### config.mk
export PLATFORM = sky130hd
export DESIGN_NAME = logic_unit_serial
export DESIGN_NICKNAME = d
export VERILOG_FILES = /design/src/rtl/logic_unit_serial.sv
export SDC_FILE = /design/constraint.sdc
export NUM_CORES = 1
export LEC_CHECK = 0
export BUFFER_PORTS_ARGS = -buffer_cell sky130_fd_sc_hd__clkbuf_2
export CORE_MARGIN = 4
export CORE_UTILIZATION = 59
export DETAILED_ROUTE_END_ITERATION = 7
export GPL_TIMING_DRIVEN = 0
export MAX_ROUTING_LAYER = met4
export PLACE_DENSITY = 0.93
export SLEW_MARGIN = 0
export SYNTH_ARGS = -nofsm -noshare
export SYNTH_HDL_FRONTEND = slang
export SYNTH_SLANG_ARGS = --single-unit
### constraint.sdc
create_clock -name clock -period 7.6 [get_ports clock]
set_input_delay 0.76 -clock clock [delete_from_list [all_inputs] [get_ports clock]]
set_output_delay 0.76 -clock clock [all_outputs]
set_load 0.02 [all_outputs]
### src/rtl/logic_unit_serial.sv
// logic_unit_serial
//   Handshaked bitwise logic unit. The operands are latched on accept and then
//   processed CHUNK bits per cycle, so a wide datapath reuses one narrow slice
//   of logic. N = WIDTH/CHUNK beats per operation.
//
//   state | meaning
//   IDLE  | waiting for in_valid; in_ready high
//   BUSY  | one result chunk written per cycle; busy high
//   DONE  | result/zero valid and held until out_ready
//
// Ports
//   clock, reset         : rising-edge clock, synchronous active-high reset
//   in_valid / in_ready  : operation handshake (op, a, b sampled on accept)
//   op [2:0]             : 000 ~a, 001 a&b, 010 a|b, 011 a^b,
//                          100 nand, 101 nor, 110 xnor, 111 a
//   a, b [WIDTH-1:0]     : operands
//   out_valid / out_ready: result handshake
//   result [WIDTH-1:0]   : assembled result
//   zero                 : result == 0, updated on DONE entry
//   busy                 : high while in BUSY
module logic_unit_serial #(
  parameter int WIDTH = 32,
  parameter int CHUNK = 8
) (
  input  logic             clock,
  input  logic             reset,
  input  logic             in_valid,
  output logic             in_ready,
  input  logic [2:0]       op,
  input  logic [WIDTH-1:0] a,
  input  logic [WIDTH-1:0] b,
  output logic             out_valid,
  input  logic             out_ready,
  output logic [WIDTH-1:0] result,
  output logic             zero,
  output logic             busy
);

  localparam int N  = WIDTH / CHUNK;
  localparam int CW = (N > 1) ? $clog2(N) : 1;
  localparam logic [CW-1:0] LAST = CW'(N - 1);

  typedef enum logic [1:0] {IDLE, BUSY, DONE} state_t;

  state_t                      state;
  logic [N-1:0][CHUNK-1:0]     a_q;
  logic [N-1:0][CHUNK-1:0]     b_q;
  logic [N-1:0][CHUNK-1:0]     res_q;
  logic [N-1:0][CHUNK-1:0]     res_next;
  logic [2:0]                  op_q;
  logic [CW-1:0]               cnt;
  logic [CHUNK-1:0]            chunk_res;

  function automatic logic [CHUNK-1:0] bit_op(input logic [2:0] sel,
                                               input logic [CHUNK-1:0] x,
                                               input logic [CHUNK-1:0] y);
    case (sel)
      3'b000:  bit_op = ~x;
      3'b001:  bit_op = x & y;
      3'b010:  bit_op = x | y;
      3'b011:  bit_op = x ^ y;
      3'b100:  bit_op = ~(x & y);
      3'b101:  bit_op = ~(x | y);
      3'b110:  bit_op = ~(x ^ y);
      default: bit_op = x;
    endcase
  endfunction

  // Result with the current beat merged in; used both for the chunk write and
  // to derive zero from the fully assembled value on the last beat.
  always_comb begin
    chunk_res     = bit_op(op_q, a_q[cnt], b_q[cnt]);
    res_next      = res_q;
    res_next[cnt] = chunk_res;
  end

  assign result = res_q;

  always_ff @(posedge clock) begin
    if (reset) begin
      state     <= IDLE;
      in_ready  <= 1'b1;
      out_valid <= 1'b0;
      busy      <= 1'b0;
      zero      <= 1'b0;
      res_q     <= '0;
      a_q       <= '0;
      b_q       <= '0;
      op_q      <= '0;
      cnt       <= '0;
    end else begin
      case (state)
        IDLE: begin
          if (in_valid) begin
            a_q      <= a;
            b_q      <= b;
            op_q     <= op;
            cnt      <= '0;
            state    <= BUSY;
            in_ready <= 1'b0;
            busy     <= 1'b1;
          end
        end
        BUSY: begin
          res_q[cnt] <= chunk_res;
          if (cnt == LAST) begin
            zero      <= (res_next == '0);
            state     <= DONE;
            busy      <= 1'b0;
            out_valid <= 1'b1;
          end else begin
            cnt <= cnt + 1'b1;
          end
        end
        DONE: begin
          if (out_ready) begin
            state     <= IDLE;
            out_valid <= 1'b0;
            in_ready  <= 1'b1;
          end
        end
        default: begin
          state     <= IDLE;
          in_ready  <= 1'b1;
          out_valid <= 1'b0;
          busy      <= 1'b0;
        end
      endcase
    end
  end

endmodule

==> run metrics <==
CP required=7.92 ns; area of the multi-input gates=2751 um^2; DR vias=5068; Core Area=8382 um^2; crit path time final=3.854 ns; post-synth top area share=41.44%; CTS H-tree depth=3; synth warn=0; setup repair bufs after CTS=0; Synthesized Nets=709; CP arrival=4.17 ns; fin nets=825; largest area contributor in the netlist=dfxtp_1; Clk Latency, worst-skew pair=0.37 ns; unrepaired setup endpoints after global routing=no; Clock Tree Buf Depth=2; Die Wd=101.6 um; FILL cells=624; first-pass GRT wire length=23.39 mm; Max Cap Viol=0; Setup CP Type=reg2reg; placed wire-length estimate=10.52 mm; async set or reset register ratio after synthesis=0%; gr usage total=29.38%; slowest stage delay, CP=0.59 ns; fin. max-slew vios=0; gr ovfl total=0; outcome=finished, final reports clean; worst setup path endpoint=zero; relative slew slack=50.03%; drt pass-1 iters=6; cell count after synthesis=618; DR DRC count=0; largest net degree at the start of global routing=17; Max Fclk=259.5 MHz; final setup fails=0; family with the most delay on the worst path=compound AO/OA/AOI/OAI gates; Static Leak=2.464 nW; most frequent cells in the layout=146 x nand2_1, 107 x dfxtp_1, 105 x clkbuf_2; drt first-iter violations=508; I/O Buffers=105; Synth area leaders=dfxtp_1 41%, nand2_1 11%, a21oi_1 8.3%; Hold/Removal Path Class=reg2reg; predominant post-synthesis flop cell=dfxtp_1; Critical Path Most Common Cell=o211ai_1; crit-path cells=buf_2 > clkbuf_1 > mux4_2 > inv_1 > ha_1 > a22oi_1 > o221a_2 > o211ai_1 > o211ai_1 > and3_1 > nor3b_1 > nor4b_2 > a21o_1; CTS Hold Bufs=0; CTS Buf Count=9; final hold viol count=0; average size of a mapped cell=8.364 um^2; vias in the first global route=4987; Pint=0.8630 mW; Ports=107; final period utilization=50.71%; sequential cell area=2142 um^2; commonest non-fill, non-tap cell in the layout=nand2_1; Reg2Reg Setup Slack=3.75 ns; Worst-path clk slew=0.10 ns; worst r2r dst=zero; Layout Skew=0.01028 ns; Slowest-stage cell, CP=clkbuf_1; maximum vdd drop=0.1029 mV; TritonCTS clock tree=built; unique cell type count in the Yosys netlist=48; Via-to-Cell Ratio=6.005; row cnt=33; crit-path max FO=10; routed wire length per instance=17.16 um; Resize count post-CTS=0; FF+latch count, synth=107; clock sink count=107; share of layout cells above drive strength 1=21.38%; CP Launch Type=flip-flop; Clk network pwr share=30.4%; initial antenna violation count=0; sequential share of power=50.0%; sw power=0.3567 mW; drt total wl=14.48 mm; net switching fraction of the power=29.25%; EDFF count, synth=0; area of the mapped netlist=5169 um^2; DIE AREA=10320 um^2; Gate power share=19.7%; crit path buf inv count=3; stages on the worst setup path=13; R2R depth=13; Seq/Total Area, Yosys=41.44%; FF-to-FF Start=cnt[1]; Antenna diodes=0; Worst-Margin Slew=0.7462 ns; gpl congestion=0.9012; Critical Path Source=cnt[1]; Die Height=101.6 um; Initial Util=61.67%; fin util=72.04%; final setup TNS=0 ns; CP Capture Type=flip-flop; DRT antenna net count=0; area grow syn2layout=16.82%; PwrDens=202.0 nW/um^2; CTS root buffer=clkbuf_8
==> cell type report <==
type	instances	area share, %
well taps	105	2.176
multi-input cells	443	45.57
inverters	21	1.305
clock buffers	13	2.797
clock inverters	3	0.7252
plain buffers	47	3.253
flip-flops and latches	107	35.47
repair buffers	105	8.703
==> registers in the layout, summed over array words and instances, names as in the netlist <==
signal,cells
cnt,2
a_q,32
result,32
zero,1
busy,1
in_ready,1
out_valid,1
state,2
b_q,32
op_q,3
==> tightest hold or removal path: stages, from the launching register on <==
cell and delay (ns):
dfxtp_1 0.32, nand2_1 0.05, a21oi_1 0.05
==> power by group through the flow <==
stage	clock network, mW	logic, mW	registers, mW
2_1_floorplan	0	0.149	0.626
3_3_place_gp	0	0.225	0.619
3_5_place_dp	0	0.234	0.622
4_1_cts	0.369	0.236	0.609
5_1_grt	0.396	0.262	0.613
6_report	0.370	0.240	0.609
==> synth_stat cells (all sizes together) (2+ instances only) <==
cell type  number
clkbuf         33
ha             20
o211ai         11
or4             2
o221ai          3
a21oi          87
nor2           55
and3            2
o22a            2
nor2b           4
a31oi           2
buf            14
nand2b          8
nor3b           5
or4b            6
or2             3
dfxtp         107
and2            4
nor4            3
o32a            5
a22oi           9
inv            21
nor3            6
o221a           6
a21o            2
mux4           16
nand2         146
a211oi         24
o22ai           2
==> per-layer routing <==
layer	up-vias	wire length [um]	track usage, %
met3	48	1185	3.719
met2	251	7177	49.45
met1	2388	5717	35.84
met5	-	0	-
met4	0	401	11.45
li1	2381	-	-
==> kinds of logic after synthesis <==
| kind of cell | synth area share, % |
|---|---|
| muxes | 7.262 |
| DFF | 41.44 |
| and+or+nand+nor | 21.25 |
| AOI/OAI and AO/OA | 19.87 |
| adders and majority gates | 4.841 |
| buffers and inverters | 5.326 |
==> stage by stage <==
stage	cells	total power, mW	area (um^2)	hold slack, ns	setup slack (ns)
2_1_floorplan	618	0.7758	5169	0.4315	4.466
3_3_place_gp	828	0.8440	5826	0.4393	3.934
3_5_place_dp	828	0.8559	5826	0.4442	3.873
4_1_cts	844	1.213	6038	0.4560	3.841
5_1_grt	844	1.271	6038	0.4755	3.635
6_report	844	1.220	6038	0.4558	3.746
==> worst min-delay path by stage <==
stage | startpoint | endpoint | slack (ns) | depth (start not counted)
5_1_grt | b_q[17] | b_q[17] | 0.48 | 2
3_5_place_dp | b_q[17] | b_q[17] | 0.44 | 2
6_report | b_q[17] | b_q[17] | 0.46 | 2
2_1_floorplan | a_q[10] | a_q[10] | 0.43 | 2
4_1_cts | b_q[17] | b_q[17] | 0.46 | 2
3_3_place_gp | b_q[2] | b_q[2] | 0.44 | 2
No activity file was read; power rests on OpenSTA's default activity.
